[src/rtl/key_conditioner.sv]
// key_conditioner: per-key synchroniser, debouncer and press/release strobe generator.
// Each key is normalised so that 1 = pressed. It then goes through a two-flop
// synchroniser and its own four-state debounce FSM. The FSM state of each key is
// held in g_key[i].state_q, where a checker can probe it hierarchically.
// Optional feature: define KEY_AUTOREPEAT_EN to add auto-repeat press strobes
// while a key stays pressed. The default build leaves the macro undefined.
// Handshake: none. All outputs are free-running registered levels and strobes,
// and nothing downstream can apply back-pressure.
module key_conditioner #(
    parameter int WIDTH           = 4,
    parameter int DEBOUNCE_CYCLES = 250000,
    parameter int ACTIVE_LOW      = 1,
    parameter int REPEAT_DELAY    = 25000000,
    parameter int REPEAT_PERIOD   = 5000000
) (
    input  logic             clk,
    input  logic             reset_p,
    input  logic [WIDTH-1:0] key_raw,
    output logic [WIDTH-1:0] key_sw_p,
    output logic [WIDTH-1:0] key_press_p,
    output logic [WIDTH-1:0] key_release_p
);

    localparam int CW = $clog2(DEBOUNCE_CYCLES);
    localparam logic [CW-1:0] CNT_LAST = CW'(DEBOUNCE_CYCLES - 1);

    typedef enum logic [1:0] {
        ST_RELEASED     = 2'd0,
        ST_PRESS_WAIT   = 2'd1,
        ST_PRESSED      = 2'd2,
        ST_RELEASE_WAIT = 2'd3
    } key_state_e;

    // Parameters outside their legal range stop elaboration instead of building a broken counter.
    if (DEBOUNCE_CYCLES < 2 || REPEAT_DELAY < 1 || REPEAT_PERIOD < 1) begin : g_param_check
        $error("key_conditioner: DEBOUNCE_CYCLES must be >= 2 and repeat timings >= 1");
    end

    logic [WIDTH-1:0] norm;
    logic [WIDTH-1:0] sync1_q;
    logic [WIDTH-1:0] sync2_q;

    assign norm = (ACTIVE_LOW != 0) ? ~key_raw : key_raw;

    // Two-flop synchroniser for every key. These flops carry no functional reset
    // dependency, but they are cleared so that a held key counts as a new press after reset.
    always_ff @(posedge clk or posedge reset_p) begin
        if (reset_p) begin
            sync1_q <= '0;
            sync2_q <= '0;
        end else begin
            sync1_q <= norm;
            sync2_q <= sync1_q;
        end
    end

    for (genvar g = 0; g < WIDTH; g++) begin : g_key
        key_state_e    state_q, state_d;
        logic [CW-1:0] cnt_q, cnt_d;
        logic          sw_q, sw_d;
        logic          press_q, press_d;
        logic          rel_q, rel_d;
        logic          s2;

        assign s2 = sync2_q[g];

`ifdef KEY_AUTOREPEAT_EN
        localparam int RPT_MAX = (REPEAT_DELAY > REPEAT_PERIOD) ? REPEAT_DELAY : REPEAT_PERIOD;
        localparam int RW      = (RPT_MAX > 1) ? $clog2(RPT_MAX) : 1;
        localparam logic [RW-1:0] RPT_DELAY_LAST  = RW'(REPEAT_DELAY - 1);
        localparam logic [RW-1:0] RPT_PERIOD_LAST = RW'(REPEAT_PERIOD - 1);

        logic [RW-1:0] rpt_cnt_q, rpt_cnt_d;
        logic          rpt_phase_q, rpt_phase_d;   // 0: waiting for the initial delay, 1: periodic
        logic          rpt_hit;

        assign rpt_hit = rpt_phase_q ? (rpt_cnt_q == RPT_PERIOD_LAST)
                                     : (rpt_cnt_q == RPT_DELAY_LAST);

        // Repeat counter state. It runs only in PRESSED and freezes while a release is being qualified.
        always_ff @(posedge clk or posedge reset_p) begin
            if (reset_p) begin
                rpt_cnt_q   <= '0;
                rpt_phase_q <= 1'b0;
            end else begin
                rpt_cnt_q   <= rpt_cnt_d;
                rpt_phase_q <= rpt_phase_d;
            end
        end
`endif

        // Debounce FSM state, counter and registered outputs.
        always_ff @(posedge clk or posedge reset_p) begin
            if (reset_p) begin
                state_q <= ST_RELEASED;
                cnt_q   <= '0;
                sw_q    <= 1'b0;
                press_q <= 1'b0;
                rel_q   <= 1'b0;
            end else begin
                state_q <= state_d;
                cnt_q   <= cnt_d;
                sw_q    <= sw_d;
                press_q <= press_d;
                rel_q   <= rel_d;
            end
        end

        // Next-state logic. A level is accepted only after the synchronised input
        // has held for DEBOUNCE_CYCLES+1 consecutive samples.
        always_comb begin
            state_d = state_q;
            cnt_d   = cnt_q;
            press_d = 1'b0;
            rel_d   = 1'b0;
`ifdef KEY_AUTOREPEAT_EN
            rpt_cnt_d   = rpt_cnt_q;
            rpt_phase_d = rpt_phase_q;
`endif
            case (state_q)
                ST_RELEASED: begin
`ifdef KEY_AUTOREPEAT_EN
                    rpt_cnt_d   = '0;
                    rpt_phase_d = 1'b0;
`endif
                    if (s2) begin
                        state_d = ST_PRESS_WAIT;
                        cnt_d   = '0;
                    end
                end
                ST_PRESS_WAIT: begin
                    if (!s2) begin
                        state_d = ST_RELEASED;
                    end else if (cnt_q == CNT_LAST) begin
                        state_d = ST_PRESSED;
                        press_d = 1'b1;
`ifdef KEY_AUTOREPEAT_EN
                        rpt_cnt_d   = '0;
                        rpt_phase_d = 1'b0;
`endif
                    end else begin
                        cnt_d = cnt_q + CW'(1);
                    end
                end
                ST_PRESSED: begin
                    if (!s2) begin
                        state_d = ST_RELEASE_WAIT;
                        cnt_d   = '0;
                    end
`ifdef KEY_AUTOREPEAT_EN
                    else if (rpt_hit) begin
                        press_d     = 1'b1;
                        rpt_cnt_d   = '0;
                        rpt_phase_d = 1'b1;
                    end else begin
                        rpt_cnt_d = rpt_cnt_q + RW'(1);
                    end
`endif
                end
                ST_RELEASE_WAIT: begin
                    if (s2) begin
                        state_d = ST_PRESSED;
                    end else if (cnt_q == CNT_LAST) begin
                        state_d = ST_RELEASED;
                        rel_d   = 1'b1;
                    end else begin
                        cnt_d = cnt_q + CW'(1);
                    end
                end
                default: begin
                    state_d = ST_RELEASED;
                    cnt_d   = '0;
                end
            endcase
            sw_d = (state_d == ST_PRESSED) || (state_d == ST_RELEASE_WAIT);
        end

        assign key_sw_p[g]      = sw_q;
        assign key_press_p[g]   = press_q;
        assign key_release_p[g] = rel_q;
    end

endmodule

[config.mk]
export PLATFORM = sky130hd
export DESIGN_NAME = key_conditioner
export DESIGN_NICKNAME = d
export VERILOG_FILES = /design/src/rtl/key_conditioner.sv
export SDC_FILE = /design/constraint.sdc
export NUM_CORES = 1
export LEC_CHECK = 0
export ABC_AREA = 1
export ABC_CLOCK_PERIOD_IN_PS = 3350
export CORE_AREA = 2 2 130 81
export CTS_CLUSTER_DIAMETER = 200
export DETAILED_ROUTE_END_ITERATION = 7
export DIE_AREA = 0 0 132 83
export DONT_BUFFER_PORTS = 1
export GPL_TIMING_DRIVEN = 0
export PLACE_DENSITY = 0.82
export SETUP_SLACK_MARGIN = 0.05
export SLEW_MARGIN = 40
export SYNTH_ARGS = -nofsm -noshare
export SYNTH_HDL_FRONTEND = slang
export SYNTH_SLANG_ARGS = --single-unit
export TNS_END_PERCENT = 10
[constraint.sdc]
create_clock -name clk -period 3.35 [get_ports clk]
set_clock_uncertainty 0.2 [all_clocks]
set_input_delay 0.335 -clock clk [delete_from_list [all_inputs] [get_ports clk]]
set_output_delay 0.335 -clock clk [all_outputs]
set_load 0.02 [all_outputs]
== Yosys cells after proc, flatten, opt, wreduce, memory -nomap -nowiden ==
Index checks and enable logic that the tools add are counted.
Storage, ports and cells
  register bits: 100
  input bits: 6
  output and inout port bits: 12
  logic and storage cells: 151
Cells by class
  $add $sub $neg: 4
  equal/unequal tests: 40
  mux-type cells: 72
  bitwise logic cells: 1
  reductions and logical operators: 12
Operators with widths (count)
  $mux W18: 20
  $pmux W18 S4: 4
  $add A18 B1 Y18 const B: 4
  $eq A18 B18 Y1 const B: 4
  $mux W2: 24
  $eq A2 B2 Y1 const B: 16
  $ne A2 B2 Y1 const B: 16
  $pmux W2 S4: 4
  $mux W1: 20
  $reduce_and A4 Y1: 4
  $eq A2 B1 Y1 const B: 4
  $logic_not A2 Y1: 4
  $logic_or A1 B1 Y1: 4
  $not A4 Y4: 1

== Longest topological paths before layout ==
  word-level depth: 6
  depth in mapped cells: 10
  depth with buffers taken out: 10

== Worst setup path after synthesis ==
No wires, ideal clock.
  path type: reg2reg
  from: register g_key[1].cnt_q[0]
  to: register g_key[1].cnt_q[3]
  library setup time: 0.118 ns
  arrival: 1.471 ns
  data required time: 3.032 ns
  slack: 1.560 ns
  stages on the path, launching flop included: 10
  buffers on the path: 1
  clock period less this slack: 1.790 ns
  path through: dfrtp_1 -> ha_1 -> inv_1 -> nor2_4 -> nand3_2 -> nor2_2 -> nor2_4 -> buf_2 -> nand3b_1 -> nand2_1
Between the ends
  word-level cells in the longest chain between the ends: 4
  elaborated cells on any way between the ends: 6
  classes of those cells: add/sub (1); eq/ne (1); mux (4)
RTL lines
  start: declaration: line 59  | logic [CW-1:0] cnt_q, cnt_d;
  start signal: assignment: line 102  | cnt_q <= cnt_d;
  $add A18 B1 Y18 / $eq A18 B18 Y1 (equally long branches)
  $mux W18 (*): line 134, 163
  $mux W18, on equally long branches: line 161, 132
  $pmux W18 S4 (*): line 120  | case (state_q)
Every way passes the cells marked *; elsewhere a longest branch is shown, timed or not. The select of a mux whose other input is x is not followed.
A chain may end at the register's enable or synchronous reset.

== Final worst setup path ==
  from: register g_key[1].cnt_q[0]
  to: register g_key[1].cnt_q[6]
The elaborated chain is that of the path after synthesis.

==> metrics.txt <==
CP top delay family=simple AND/OR/NAND/NOR gates; startpoint types=flop; vias per inst=around 5.5; register area share after synthesis=between 40% and 50%; placed cells=941; initial core utilization=between 60% and 70%; P per Cell Area=around 400 nW/um^2; multi-input logic area=roughly 2800 sq um; post-place setup slack=about 1200 ps; clock root buffer=clkbuf_16; synth top area cells=dfrtp_1, nand2_1, nand3_1; Core Rows=28; unrepaired setup endpoints after global routing=no; Routed WL=13,300 um; CTS buffer count=9; largest net degree at the start of global routing=60; PostCTS Resize Cnt=0; clk_lat worst skew=between 300 and 400 ps; Total Routing Usage GR=25.5%; CTS Buffer Depth=2; Post-synth EDFFs=0; share of flip-flops with an asynchronous set or reset=100%; Syn Nets=815; die area=about 11,000 sq um; met2 wire len=roughly 5800 um; fin. max-slew vios=0; peak supply drop=around 0.00031 V; Hold/Removal Path Class=reg -> reg; slowest CP cell=dfrtp_1; leakage power=2.86 nW; Met1 Routed Length=around 6400 um; Reg clk slew, reported paths=70 ps; synthesis-stage register bit count=99; gpl congestion=0.961; DR DRC count=0; top layer in use=met4; max-cap viol count=0; layout cells sized above 1=under 10%; synth-to-layout area growth=9.82%; CTS tree=done; Crit Path Max Fanout=10; measured slew at the worst slew-check pin=just under 600 ps; Syn Area/Cell=just over 7 sq um; ys flop type=dfrtp_1; Mapped Cells=805; Core ar.=slightly below 10,000 sq um; Layout Nets=between 800 and 900; antenna-violating nets left=0; final worst path period share=63.8%; grt ovf=0; most frequent CP cell=nor2_4; setup TNS=0 ps; Final min period=2140 ps; Antenna diodes=0; initial antenna violation count=0; CP arrival=2180 ps; die outline height=83 um; Yosys top cell by area=dfrtp_1; TritonRoute pass-1 iters=5; status=finished, final reports clean; Setup-failing EPs final=0; crit-path cells=ha_1, inv_1, nor2_4, nand3_2, nor2_2, nor2_4, buf_2, nand3b_1, nand2_1; met3 wire len=approximately 920 um; die width=between 100 and 150 um; Post-Syn Area=approximately 5800 sq um; number of global-route vias before repair=~4,900; Ports=18; number of fill cells=a little over 800; PnR worst setup slack=around 1200 ps; slew margin rel.=between 60% and 70%; post-synthesis cell type count=32; initial DRC count=~670; Crit Path Class=reg -> reg; Worst path max stage delay=480 ps; first-pass GRT wire length=roughly 23,000 um; Worst Setup End Kind=flop; maximum clock rate=roughly 0.47 GHz; final cell count without fillers=roughly 960; DR WL/cell=approximately 14 um; clock sinks=99; WP data required=approximately 3400 ps; post-synth top area share=42.5%; FF+latch area=roughly 2500 sq um; Syn. warnings=0; htree depth=3; Final Hold Viols=0; DP HPWL=~9600 um; Buf/Inv on CP=2; port bufs=0; vias post-DR=5,267
==> cells by family after synthesis <==
logic type	after synthesis	share of synthesized area, %
adder cells (fa/ha/maj)	4	0.859
AND/OR/NAND/NOR	493	37.1
XOR/XNOR	22	3.31
AO/OA/AOI/OAI	69	6.27
buffers and inverters	118	9.90
flip-flops	99	42.5
==> where the power goes <==
group	internal [mW]	switching, mW	total (mW)
clock network	0.660	0.474	1.13
logic	0.0469	0.100	0.147
registers	1.22	0.0274	1.25
==> stage by stage <==
stage | util (%) | instance area, sq um | power, mW | hold WS [ps]
2_1_floorplan | - | 5830 | 1.37 | 131
3_3_place_gp | 61.8 | 5990 | 1.40 | 132
3_5_place_dp | 62.1 | 6030 | 1.41 | -18.1
4_1_cts | 65.9 | 6400 | 2.54 | 150
5_1_grt | 65.9 | 6400 | 2.61 | 151
6_report | 65.9 | 6400 | 2.53 | 148
==> routing by layer <==
| layer | track usage, % | vias to the layer above |
|---|---|---|
| met5 | 0 | - |
| met4 | 6.82 | 0 |
| met3 | 5.68 | 16 |
| met2 | 38.3 | 160 |
| met1 | 37.3 | 2491 |
| li1 | - | 2600 |
==> timing repair <==
| action | in CTS | in global routing |
|---|---|---|
| endpoints found under the hold margin | 103 | 0 |
| setup buffers | 0 | 0 |
| hold buffers | 5 | 0 |
==> layout by cell type, fill, tap and decap left out, types with 2 or more instances in the layout <==
cell	Yosys	final
clkbuf_1	2	4
ha_1	4	4
dfrtp_1	99	99
or2_2	4	4
xor2_1	16	16
nor2_4	6	6
xnor2_1	6	6
dlygate4sd3_1	0	5
buf_2	3	3
nand2_1	251	251
nor2_2	6	6
nor4_1	3	3
nand3_1	84	84
and2_1	5	5
nor3_1	9	9
buf_1	2	2
inv_6	1	2
inv_1	81	80
clkbuf_16	0	9
o21ai_0	41	41
nor2_1	89	89
inv_2	3	3
nand3b_1	7	7
o21ai_1	18	18
clkinv_2	2	2
bufinv_16	0	2
buf_4	14	14
buf_6	9	9
a21oi_1	2	2
nand3_2	2	2
nand4_1	25	25
o21bai_1	8	8
==> final timing paths <==
check	slack [ps]	startpoint	cells past startpoint	end
max	1210	g_key[1].cnt_q[0]	9	g_key[1].cnt_q[6]
max in group asynchronous	2120	reset_p	3	g_key[1].cnt_q[14]
min	150	sync1_q[1]	0	sync2_q[1]
max reg2reg	1210	g_key[1].cnt_q[0]	9	g_key[1].cnt_q[6]
min in group asynchronous	260	reset_p	2	g_key[2].cnt_q[7]
min reg2reg	150	sync1_q[1]	0	sync2_q[1]
==> sequential cells by signal (all words and copies together) (netlist names) <==
register       flops
g_key.sw_q         3
sync1_q            4
g_key.cnt_q       72
sync2_q            4
g_key.press_q      4
g_key.rel_q        4
g_key.state_q      8
==> synth_stat cells, types with 2 or more instances <==
cell type and n:
dfrtp_1 99, nor3_1 9, inv_1 81, xnor2_1 6
nand3_2 2, nor2_4 6, a21oi_1 2, clkbuf_1 2
nand2_1 251, o21ai_0 41, buf_6 9, buf_4 14
nand3b_1 7, clkinv_2 2, nand3_1 84, ha_1 4
o21ai_1 18, and2_1 5, nor4_1 3, o21bai_1 8
inv_2 3, nor2_2 6, nand4_1 25, xor2_1 16
or2_2 4, buf_2 3, buf_1 2, nor2_1 89
==> layout make-up <==
class / instances / area share [%]
clock inverters: 5 / 1.33
plain buffers: 30 / 3.70
flip-flops and latches: 99 / 38.7
repair buffers: 6 / 1.21
clock buffers: 11 / 3.64
well taps: 135 / 2.64
inverters: 88 / 5.44
multi-input cells: 588 / 43.3
No activity file was read; power rests on OpenSTA's default activity.
